==> src/rtl/darkbus_pkg.sv <==
// Shared types and helpers for the darkbus arbiter slice.
package darkbus_pkg;

  typedef enum logic {ARB_FIXED = 1'b0, ARB_RR = 1'b1} arb_mode_t;
  typedef enum logic [1:0] {ARB_IDLE, ARB_GRANT, ARB_DONE} arb_state_t;

  localparam int MAX_PORTS = 8;

  // OR-reduction form: no priority chain, input is known to be one-hot.
  function automatic logic [2:0] onehot2idx(input logic [MAX_PORTS-1:0] oh);
    logic [2:0] idx;
    idx = '0;
    for (int i = 0; i < MAX_PORTS; i++)
      if (oh[i]) idx = idx | 3'(i);
    return idx;
  endfunction

endpackage

==> src/rtl/darkbus_rrpick.sv <==
// Combinational winner select: fixed priority (port 0 first) or round-robin after last_port.
module darkbus_rrpick
  import darkbus_pkg::*;
#(
  parameter int NPORT = 2,
  parameter int LW    = $clog2(NPORT)
) (
  input  logic [NPORT-1:0] req,
  input  logic [LW-1:0]    last_port,
  input  arb_mode_t        mode,
  output logic [NPORT-1:0] win
);

  int idx;

  // Loops run from lowest priority to highest so the last hit is the winner.
  always_comb begin
    win = '0;
    idx = 0;
    if (mode == ARB_FIXED) begin
      for (int i = NPORT - 1; i >= 0; i--)
        if (req[i]) begin
          win    = '0;
          win[i] = 1'b1;
        end
    end else begin
      for (int i = NPORT; i >= 1; i--) begin
        idx = (int'(last_port) + i) % NPORT;
        if (req[idx]) begin
          win      = '0;
          win[idx] = 1'b1;
        end
      end
    end
  end

endmodule

==> src/rtl/darkbus_arbiter.sv <==
// N-port darkbus arbiter: one transaction at a time onto a single provider,
// with fixed or round-robin selection and a per-transaction timeout.
module darkbus_arbiter
  import darkbus_pkg::*;
#(
  parameter int NPORT   = 2,
  parameter int AW      = 32,
  parameter int DW      = 32,
  parameter int MODE    = 0,
  parameter int TIMEOUT = 15
) (
  input  logic                         clk,
  input  logic                         res,
  input  logic [NPORT-1:0]             m_en,
  input  logic [NPORT-1:0]             m_rw,
  input  logic [NPORT-1:0][DW/8-1:0]   m_be,
  input  logic [NPORT-1:0][AW-1:0]     m_addr,
  input  logic [NPORT-1:0][DW-1:0]     m_wdata,
  output logic [NPORT-1:0][DW-1:0]     m_rdata,
  output logic [NPORT-1:0]             m_valid,
  output logic [NPORT-1:0]             m_err,
  output logic                         s_en,
  output logic                         s_rw,
  output logic [DW/8-1:0]              s_be,
  output logic [AW-1:0]                s_addr,
  output logic [DW-1:0]                s_wdata,
  input  logic [DW-1:0]                s_rdata,
  input  logic                         s_valid,
  output logic [NPORT-1:0]             grant,
  output logic                         busy
);

  localparam int        LW       = $clog2(NPORT);
  localparam int        CW       = (TIMEOUT > 0) ? $clog2(TIMEOUT + 1) : 1;
  localparam bit        TMO_EN   = (TIMEOUT > 0);
  localparam logic [CW-1:0] TLAST = (TIMEOUT > 0) ? CW'(TIMEOUT - 1) : '0;
  localparam arb_mode_t ARB_MODE = (MODE == 1) ? ARB_RR : ARB_FIXED;

  arb_state_t            state;
  logic [CW-1:0]         cnt;
  logic [LW-1:0]         last_port;
  logic [NPORT-1:0]      win;
  logic [MAX_PORTS-1:0]  grant_ext;
  logic [LW-1:0]         gidx;
  logic                  in_grant, req_g, tmo_hit, complete, timeout, finish;

  darkbus_rrpick #(.NPORT(NPORT), .LW(LW)) u_pick (
    .req       (m_en),
    .last_port (last_port),
    .mode      (ARB_MODE),
    .win       (win)
  );

  assign grant_ext = MAX_PORTS'(grant);
  assign gidx      = LW'(onehot2idx(grant_ext));
  assign in_grant  = (state == ARB_GRANT);
  assign req_g     = in_grant & m_en[gidx];
  // cnt counts completed no-answer cycles, so the T-th cycle sees cnt == T-1.
  assign tmo_hit   = TMO_EN && (cnt == TLAST);
  assign complete  = req_g & s_valid;
  assign timeout   = req_g & ~s_valid & tmo_hit;
  assign finish    = complete | timeout;

  assign s_en    = req_g & ~timeout;
  assign s_rw    = in_grant ? m_rw[gidx]    : 1'b0;
  assign s_be    = in_grant ? m_be[gidx]    : '0;
  assign s_addr  = in_grant ? m_addr[gidx]  : '0;
  assign s_wdata = in_grant ? m_wdata[gidx] : '0;
  assign m_valid = finish  ? grant : '0;
  assign m_err   = timeout ? grant : '0;
  assign busy    = (state != ARB_IDLE);

  always_comb begin
    m_rdata = '0;
    if (finish) m_rdata[gidx] = s_rdata;
  end

  always_ff @(posedge clk or posedge res) begin
    if (res) begin
      state     <= ARB_IDLE;
      grant     <= '0;
      cnt       <= '0;
      last_port <= LW'(NPORT - 1);
    end else begin
      case (state)
        ARB_IDLE: begin
          if (|m_en) begin
            grant <= win;
            cnt   <= '0;
            state <= ARB_GRANT;
          end
        end
        ARB_GRANT: begin
          // A withdrawn request is an abort: no completion, no last_port update.
          if (!m_en[gidx]) begin
            grant <= '0;
            state <= ARB_IDLE;
          end else if (finish) begin
            grant     <= '0;
            last_port <= gidx;
            state     <= ARB_DONE;
          end else begin
            cnt <= cnt + CW'(1);
          end
        end
        ARB_DONE: state <= ARB_IDLE;
        default:  state <= ARB_IDLE;
      endcase
    end
  end

endmodule

==> config.mk <==
export PLATFORM = sky130hd
export DESIGN_NAME = darkbus_arbiter
export DESIGN_NICKNAME = d
export VERILOG_FILES = /design/src/rtl/darkbus_pkg.sv /design/src/rtl/darkbus_rrpick.sv /design/src/rtl/darkbus_arbiter.sv
export SDC_FILE = /design/constraint.sdc
export NUM_CORES = 1
export LEC_CHECK = 0
export CAP_MARGIN = 20
export CORE_AREA = 2 2 121 123
export CTS_CLUSTER_DIAMETER = 80
export DETAILED_ROUTE_END_ITERATION = 16
export DIE_AREA = 0 0 123 125
export GPL_ROUTABILITY_DRIVEN = 0
export PLACE_DENSITY = 0.63
export SLEW_MARGIN = 20
export SYNTH_ARGS = -nofsm -noshare
export SYNTH_HDL_FRONTEND = slang
export SYNTH_SLANG_ARGS = --single-unit
==> constraint.sdc <==
create_clock -name clk -period 3.5 [get_ports clk]
set_input_delay 0.7 -clock clk [delete_from_list [all_inputs] [get_ports clk]]
set_output_delay 0.7 -clock clk [all_outputs]
set_load 0.05 [all_outputs]
==> results of run 1 <==
flip-flops by register name, indices dropped and copies added (netlist names):
name   cells
state      2
grant      2
cnt        4
worst reg2reg max path: stages (launching register included):
cell      delay (ps)
dfrtp_1          400
inv_1             60
ha_1             240
a31oi_4          360
nand3_1          250
o221ai_1         230
per-layer routing:
layer / vias to the layer above / wire length, um / GRT usage (%)
met5: - / 0 / 0
met1: 1354 / 3790 / 13.9
met3: 15 / 1250 / 3.33
li1: 1533 / - / -
met4: 0 / 189 / 3.01
met2: 195 / 5510 / 25.2
through the flow:
stage	cells	setup WS, ps
6_report	763	411
5_1_grt	763	283
4_1_cts	763	359
3_5_place_dp	759	362
3_3_place_gp	759	430
2_1_floorplan	276	427
power by group through the flow:
stage / clock network (W) / registers [W] / logic, W
2_1_floorplan: 0 / 0.000163 / 0.00202
3_3_place_gp: 0 / 0.000203 / 0.00312
3_5_place_dp: 0 / 0.000205 / 0.00314
4_1_cts: 0.000202 / 0.000203 / 0.00315
5_1_grt: 0.000206 / 0.000213 / 0.00328
6_report: 0.000196 / 0.000201 / 0.00312
how the worst max path moves through the flow:
stage | slack, ps | startpoint | cells past startpoint | endpoint
3_5_place_dp | 360 | m_en[1] | 6 | m_rdata[25]
2_1_floorplan | 430 | cnt[0] | 4 | m_valid[0]
5_1_grt | 280 | m_en[1] | 6 | m_rdata[25]
3_3_place_gp | 430 | s_valid | 4 | m_err[1]
4_1_cts | 360 | m_en[1] | 6 | m_rdata[25]
6_report | 410 | m_en[1] | 6 | m_rdata[25]
kinds of logic after synthesis:
kind of cell / after synthesis / synth area share [%]
and+or+nand+nor: 150 / 38.9
muxes: 75 / 37.0
buffers and inverters: 29 / 8.58
AOI/OAI and AO/OA: 12 / 4.48
DFF: 8 / 9.81
adders and majority gates: 2 / 1.23
layout make-up:
class | count | area, um2
Clock buffer | 4 | 78.8
Sequential cell | 8 | 204
Inverter | 5 | 18.8
Multi-Input combinational cell | 239 | 1670
Timing Repair Buffer | 323 | 3850
Tap cell | 184 | 230
Fill cell | 1359 | 8160
cells in the mapped netlist, types with 2 or more instances:
master    instances
nor2_1           70
nand3_1           2
nor3_1            2
and4_1            2
and2_1           64
buf_6             7
ha_1              2
mux2i_1          73
clkbuf_1          8
o21ai_0           5
nand4_1           2
buf_2             8
inv_1             5
nor4_4            2
dfrtp_1           8
==> results.txt, run 1 <==
Status -> finished, final reports clean
Finished Cell Area -> 0.00605 mm2
Yosys warns -> 0
Die width -> 123 um
Largest net degree at the start of global routing -> 75
Synth area leaders -> mux2i_1 36%, and2_1 20%, nor2_1 13%, dfrtp_1 9.8%, buf_6 3.9%
Worst reg2reg path endpoint -> grant[0]
CTS Buf Count -> 3
Syn nets -> 453
GRT overflow -> 0
Delay-heaviest family, CP -> buffers and inverters
Sum of buffers and inverters on the critical path -> 3
Hold Crit Endpoint -> cnt[0]
Hold Fails Final Rpt -> 0
Post-Route WL -> 10700 um
Number of synthesized flops with an enable pin -> 0
Critical path required time -> 2800 ps
Most frequent cells in the layout -> 234 x clkdlybuf4s50_1, 73 x mux2i_1, 70 x nor2_1
RR Startpoint -> cnt[0]
Max Slew Vio Count -> 0
Syn Area/Cell -> 7.39 um2
MaxCap Viol Count -> 0
Max_slew headroom -> 63.3%
Critical-path cell list -> clkdlybuf4s50_1 > mux2i_2 > nor4_4 > buf_4 > and2_1 > buf_12
Initial DRC Count -> 103
Die ar. -> 0.0154 mm2
Setup Buffers After CTS -> 0
Hold depth -> 1
TritonCTS clock tree -> done
Remaining antenna violation count -> 0
Fraction of layout cells with a size suffix above 1 -> 17.3%
P_leak -> 2.38 nW
Endpoints failing setup -> 0
Initial Util -> 14.4%
Hold Slack -> 543 ps
Most common cell after layout, fill and taps aside -> clkdlybuf4s50_1
P&R area growth vs syn -> 196%
Slew @ Worst Pin -> 550 ps
CP max stage cell -> clkdlybuf4s50_1
Crit path max fanout -> 32
CTS sink count -> 8
Worst skew pair latency -> 230 ps
Htree depth -> 1
IO buf count -> 315
Async SR Flop Fraction -> 100%
Worst Clk Skew -> 1.53 ps
Final Cycle Share -> 88.3%
P_int -> 0.00145 W
Crit end category -> output pin
Post-synth top area cell -> mux2i_1
PwrDens -> 583 mW/mm2
Post-synthesis sequential area ratio -> 9.81%
Number of synthesized register bits -> 8
Switch Pwr -> 0.00207 W
First-pass GRT wire length -> 16200 um
Post-Syn Area -> 0.00204 mm2
Vias per cell -> 4.06
R2R Setup Slk -> 1860 ps
CORE AREA -> 0.0142 mm2
DP HPWL -> 9240 um
Via count -> 3097
Worst reg2reg path depth -> 5
Worst hold start -> cnt[0]
Logic pwr share -> 88.7%
Crit Path Class -> in -> out
Drt first pass iters -> 4
Clock power share -> 5.6%
Max VDD drop -> 387 uV
Num ports -> 316
GRT Resource Usage Total -> 13.0%
Gate Count Post-Synth -> 276
Die Y -> 125 um
Post-layout net count -> 757
CTS clk-pin slew, worst paths -> 40 ps
DP Area -> 0.00597 mm2
Top_reg_cell synth -> dfrtp_1
Diodes inserted -> 0
Total power -> 0.00352 W
Setup TNS -> 0 ps
Switching share of total power -> 58.9%
Drt wl/cell -> 14.1 um
Worst Path Arrival -> 2390 ps
Max Clk Rate -> 324 MHz
Final Util -> 42.6%
Initial antenna violation count -> 0
Area share of the largest cell type after synthesis -> 35.8%
Worst setup SP type -> input port
Final Critical Period -> 3090 ps
Vias in the first global route -> 3180
CTS max path bufs -> 2
Flop pwr share -> 5.7%
Largest stage delay, worst path -> 610 ps
Clock Tree Root -> clkbuf_16
RSZ-0062 raised after global routing -> no
HP Class -> reg -> reg
Netlist cell types -> 31
Drc violations -> 0
Hold_buf cts -> 0
Resized Gates After CTS -> 0
Cell Rows -> 44
(Power assumes the default switching activity.)
==> run 2, diff against run 1 <==
CORE_AREA = 2 2 123 125   (was 2 2 121 123)
DIE_AREA = 0 0 125 127   (was 0 0 123 125)
DONT_BUFFER_PORTS = 1   (was default)
MAX_ROUTING_LAYER = met4   (was default)
PLACE_DENSITY = 0.34   (was 0.63)
==> run 2 against run 1 <==
Net effect:
- register-to-register slack about the same
- sequential power is essentially flat
- non-clock buffer count fell by 184
- count of clock-buffer cells in the layout did not move
- critical path type is now reg -> out
- critical endpoint is now m_rdata[41]
==> results.txt, run 2 (same netlist as run 1, synthesis figures left out) <==
Status -> finished, final reports clean
Drc violations -> 0
CTS max path bufs -> 2
First-pass GRT wire length -> 11800 um
Worst setup SP type -> register
Worst reg2reg path depth -> 5
Num ports -> 316
CTS sink count -> 8
Worst skew pair latency -> 230 ps
Htree depth -> 1
Clock Tree Root -> clkbuf_16
R2R Setup Slk -> 1870 ps
Drt first pass iters -> 4
RR Startpoint -> cnt[0]
HP Class -> in -> async
Switching share of total power -> 63.6%
CTS Buf Count -> 3
Initial Util -> 14.1%
PwrDens -> 770 mW/mm2
Largest net degree at the start of global routing -> 73
Flop pwr share -> 6.4%
Critical path required time -> 2800 ps
Final Util -> 28.1%
DP HPWL -> 7250 um
Worst Path Arrival -> 2180 ps
Cells after DPL -> 575
Logic pwr share -> 87.3%
Fraction of layout cells with a size suffix above 1 -> 38.2%
Vias per cell -> 4.12
Crit end category -> output pin
Resized Gates After CTS -> 0
Initial DRC Count -> 79
Layout Cells excl Fill -> 579
Clock power share -> 6.4%
Setup TNS -> 0 ps
CORE AREA -> 0.0144 mm2
Setup Buffers After CTS -> 0
Hold Fails Final Rpt -> 0
Vias in the first global route -> 2263
Hold_buf cts -> 0
P&R area growth vs syn -> 99.0%
Max Slew Vio Count -> 0
Largest regs -> cnt x4, grant x2, state x2
Final Cycle Share -> 82.2%
TritonCTS clock tree -> done
RSZ-0062 raised after global routing -> no
Slew @ Worst Pin -> 701 ps
Worst reg2reg path endpoint -> grant[0]
Final Critical Period -> 2880 ps
Max VDD drop -> 437 uV
Crit Path Class -> reg -> out
Most frequent cells in the layout -> 74 x buf_4, 73 x mux2i_1, 70 x nor2_1
P_leak -> 1.73 nW
Max_slew headroom -> 53.3%
Max reg flops -> 4
Cell Rows -> 44
IO buf count -> 0
Switch Pwr -> 0.00199 W
P_int -> 0.00114 W
Post-Route WL -> 8390 um
Pre-CTS WS -> 816 ps
Endpoints failing setup -> 0
Via count -> 2387
Most common cell after layout, fill and taps aside -> buf_4
Max Clk Rate -> 348 MHz
MaxCap Viol Count -> 0
Initial antenna violation count -> 0
CTS clk-pin slew, worst paths -> 40 ps
Post-layout net count -> 573
Crit path max fanout -> 33
Remaining antenna violation count -> 0
Die ar. -> 0.0159 mm2
Final worst slack -> 623 ps
Die Y -> 127 um
Largest Register -> cnt
GRT Resource Usage Total -> 9.16%
Drt wl/cell -> 14.5 um
GRT overflow -> 0
Die width -> 125 um
Worst Clk Skew -> 3.93 ps
Diodes inserted -> 0
-- run 2: cell type report --
cell class / instances / area, um2
Fill cell: 1494 / 10400
Timing Repair Buffer: 139 / 1860
Multi-Input combinational cell: 239 / 1670
Tap cell: 184 / 230
Sequential cell: 8 / 204
Clock buffer: 4 / 78.8
Inverter: 5 / 18.8
-- run 2: worst max-delay path, stage by stage (launching register included) --
cell     delay, ps
dfrtp_1        400
inv_1           70
ha_1           210
a31oi_4        180
nor4_4         280
buf_4          390
and2_1         250
buf_12         150
-- run 2: routing by layer --
layer / global-route usage, % / up-vias / part of all wire (%)
met5: - / - / 0
met4: 2.22 / 0 / 1.0
met3: 1.68 / 6 / 9.9
met2: 17.3 / 181 / 52
met1: 9.96 / 1043 / 37
li1: - / 1157 / -
-- run 2: how the worst max path moves through the flow --
stage	startpoint	end	slack (ps)	depth (start not counted)
after detailed placement	cnt[0]	m_rdata[45]	820	7
after global placement	cnt[0]	m_rdata[45]	910	7
after floorplan	cnt[0]	m_valid[0]	430	4
after global routing	cnt[0]	m_rdata[63]	490	7
final	cnt[0]	m_rdata[41]	620	7
after CTS	cnt[0]	m_rdata[45]	570	7
-- run 2: power groups by stage --
| stage | Combinational [W] | Clock (W) | Sequential, W |
|---|---|---|---|
| floorplan | 0.00202 | 0 | 0.000163 |
| global placement | 0.00273 | 0 | 0.000201 |
| detailed placement | 0.00276 | 0 | 0.000201 |
| CTS | 0.00275 | 0.000204 | 0.000199 |
| global route | 0.00286 | 0.000207 | 0.000206 |
| finish | 0.00273 | 0.000199 | 0.000199 |
-- run 2: per-stage QoR --
| stage | area, um2 | total power, W | hold slack, ps |
|---|---|---|---|
| after global routing | 4060 | 0.00327 | 322 |
| after CTS | 4060 | 0.00315 | 311 |
| after detailed placement | 3980 | 0.00296 | 509 |
| final | 4060 | 0.00313 | 302 |
| after floorplan | 2040 | 0.00218 | 481 |
| after global placement | 3980 | 0.00293 | 505 |
==> run 3, diff against run 2 <==
CORE_AREA = 2 2 124 126   (was 2 2 123 125)
DIE_AREA = 0 0 126 128   (was 0 0 125 127)
PLACE_DENSITY = 0.33   (was 0.34)
clock period = 2.7 ns   (was 3.5 ns; I/O delays follow)
==> run 3 against run 2 <==
Net effect:
- hold slack got worse by 160 ps
- first-iteration DRC count decreased by 20%
- register-to-register slack got worse by 820 ps
- flip-flop and latch count unchanged
- via count grew 4.1%
- combinational power up 34%
- core utilization fell by 0.48 points
- global-route usage rose by 1.6 points
- clock power grew 32%
- non-clock buffer count grew 1
- sequential share of layout area decreased by 0.064 points
- die area rose by 1.6%
==> results.txt, run 3 (same netlist as run 1, synthesis figures left out) <==
Vias in the first global route -> 2363
GRT Resource Usage Total -> 10.7%
Max Slew Vio Count -> 0
PwrDens -> 1010 mW/mm2
Endpoints failing setup -> 0
CTS sink count -> 8
Num ports -> 316
Max reg flops -> 4
GRT overflow -> 0
Die ar. -> 0.0161 mm2
P_leak -> 1.75 nW
Crit Path Class -> reg -> out
CTS Buf Count -> 3
DP HPWL -> 8640 um
CTS max path bufs -> 2
Fraction of layout cells with a size suffix above 1 -> 38.6%
Htree depth -> 1
Final Critical Period -> 2560 ps
Cells after DPL -> 580
TritonCTS clock tree -> done
Final Util -> 27.7%
Final Cycle Share -> 94.9%
Initial antenna violation count -> 1
HP Class -> in -> async
Drt first pass iters -> 4
Worst setup SP type -> register
Crit path launch -> cnt[0]
Drt wl/cell -> 16.5 um
Most common cell after layout, fill and taps aside -> mux2i_1
Max Clk Rate -> 390 MHz
Total power -> 0.00415 W
Die width -> 126 um
Hold Fails Final Rpt -> 0
Crit path max fanout -> 33
Setup Buffers After CTS -> 0
Worst Clk Skew -> 2.74 ps
P&R area growth vs syn -> 102%
Worst skew pair latency -> 240 ps
Initial DRC Count -> 63
Post-Route WL -> 9760 um
Critical path required time -> 2160 ps
Via count -> 2484
Largest net degree at the start of global routing -> 73
Max VDD drop -> 633 uV
Layout Cells excl Fill -> 590
RR Startpoint -> cnt[0]
First-pass GRT wire length -> 13200 um
Cell Rows -> 45
Largest Register -> cnt
Finished Cell Area -> 0.00411 mm2
Crit end category -> output pin
Die Y -> 128 um
Slew @ Worst Pin -> 564 ps
Most frequent cells in the layout -> 73 x mux2i_1, 72 x buf_4, 70 x nor2_1
DP Area -> 0.00401 mm2
Hold_buf cts -> 0
Clock Tree Root -> clkbuf_16
CORE AREA -> 0.0149 mm2
Drc violations -> 0
IO buf count -> 0
Resized Gates After CTS -> 0
Largest regs -> cnt x4, grant x2, state x2
Setup TNS -> 0 ps
Status -> finished, final reports clean
Post-layout net count -> 574
Initial Util -> 13.7%
Vias per cell -> 4.21
RSZ-0062 raised after global routing -> no
Max_slew headroom -> 61.6%
Remaining antenna violation count -> 0
CTS clk-pin slew, worst paths -> 40 ps
Worst Path Arrival -> 2020 ps
MaxCap Viol Count -> 0
-- run 3: cell count changes in the layout (fill, tap and decap cells not counted) --
cell	change
buf_4	-2
nor3_2	+1
buf_6	+2
diode_2	+6
buf_12	+1
nor3_1	-1
-- run 3: final timing paths --
path / slack (ps) / cells after the start / end
setup / recovery: 140 / 7 / m_rdata[63]
hold / removal: 140 / 1 / cnt[3]
setup reg to reg: 1050 / 5 / grant[0]
hold reg to reg: 530 / 1 / cnt[0]
max in group asynchronous: 2290 / 1 / grant[1]
min in group clk: 410 / 1 / grant[1]
-- run 3: final cells by class --
class	count	area, um2
Clock buffer	4	78.8
Inverter	5	18.8
Timing Repair Buffer	140	1880
Antenna cell	6	15.0
Multi-Input combinational cell	239	1680
Fill cell	1593	10800
Sequential cell	8	204
Tap cell	188	235
-- run 3: critical path, cell delays in order (launching register included) --
cell and delay (ps):
dfrtp_1 410, inv_1 70, ha_1 200, a31oi_4 180, nor4_4 300, buf_6 240, and2_1 210, buf_12 150
-- run 3: routing by layer --
| metal | up-vias | global-route usage (%) | wire length [um] |
|---|---|---|---|
| met1 | 1112 | 11.3 | 3530 |
| li1 | 1165 | - | - |
| met2 | 198 | 19.7 | 5050 |
| met4 | 0 | 3.68 | 161 |
| met3 | 9 | 2.55 | 1020 |
| met5 | - | - | 0 |
-- run 3: stage by stage --
step	setup WS [ps]	hold slack, ps
2_1_floorplan	266	356
3_5_place_dp	298	401
5_1_grt	1.38	172
3_3_place_gp	326	398
6_report	136	140
4_1_cts	45.9	150
-- run 3: power breakdown --
part	leakage [nW]	internal, W	switching, W
registers	0.104	0.000157	0.0000828
clock network	0.0382	0.000197	0.0000650
logic	1.60	0.00115	0.00250
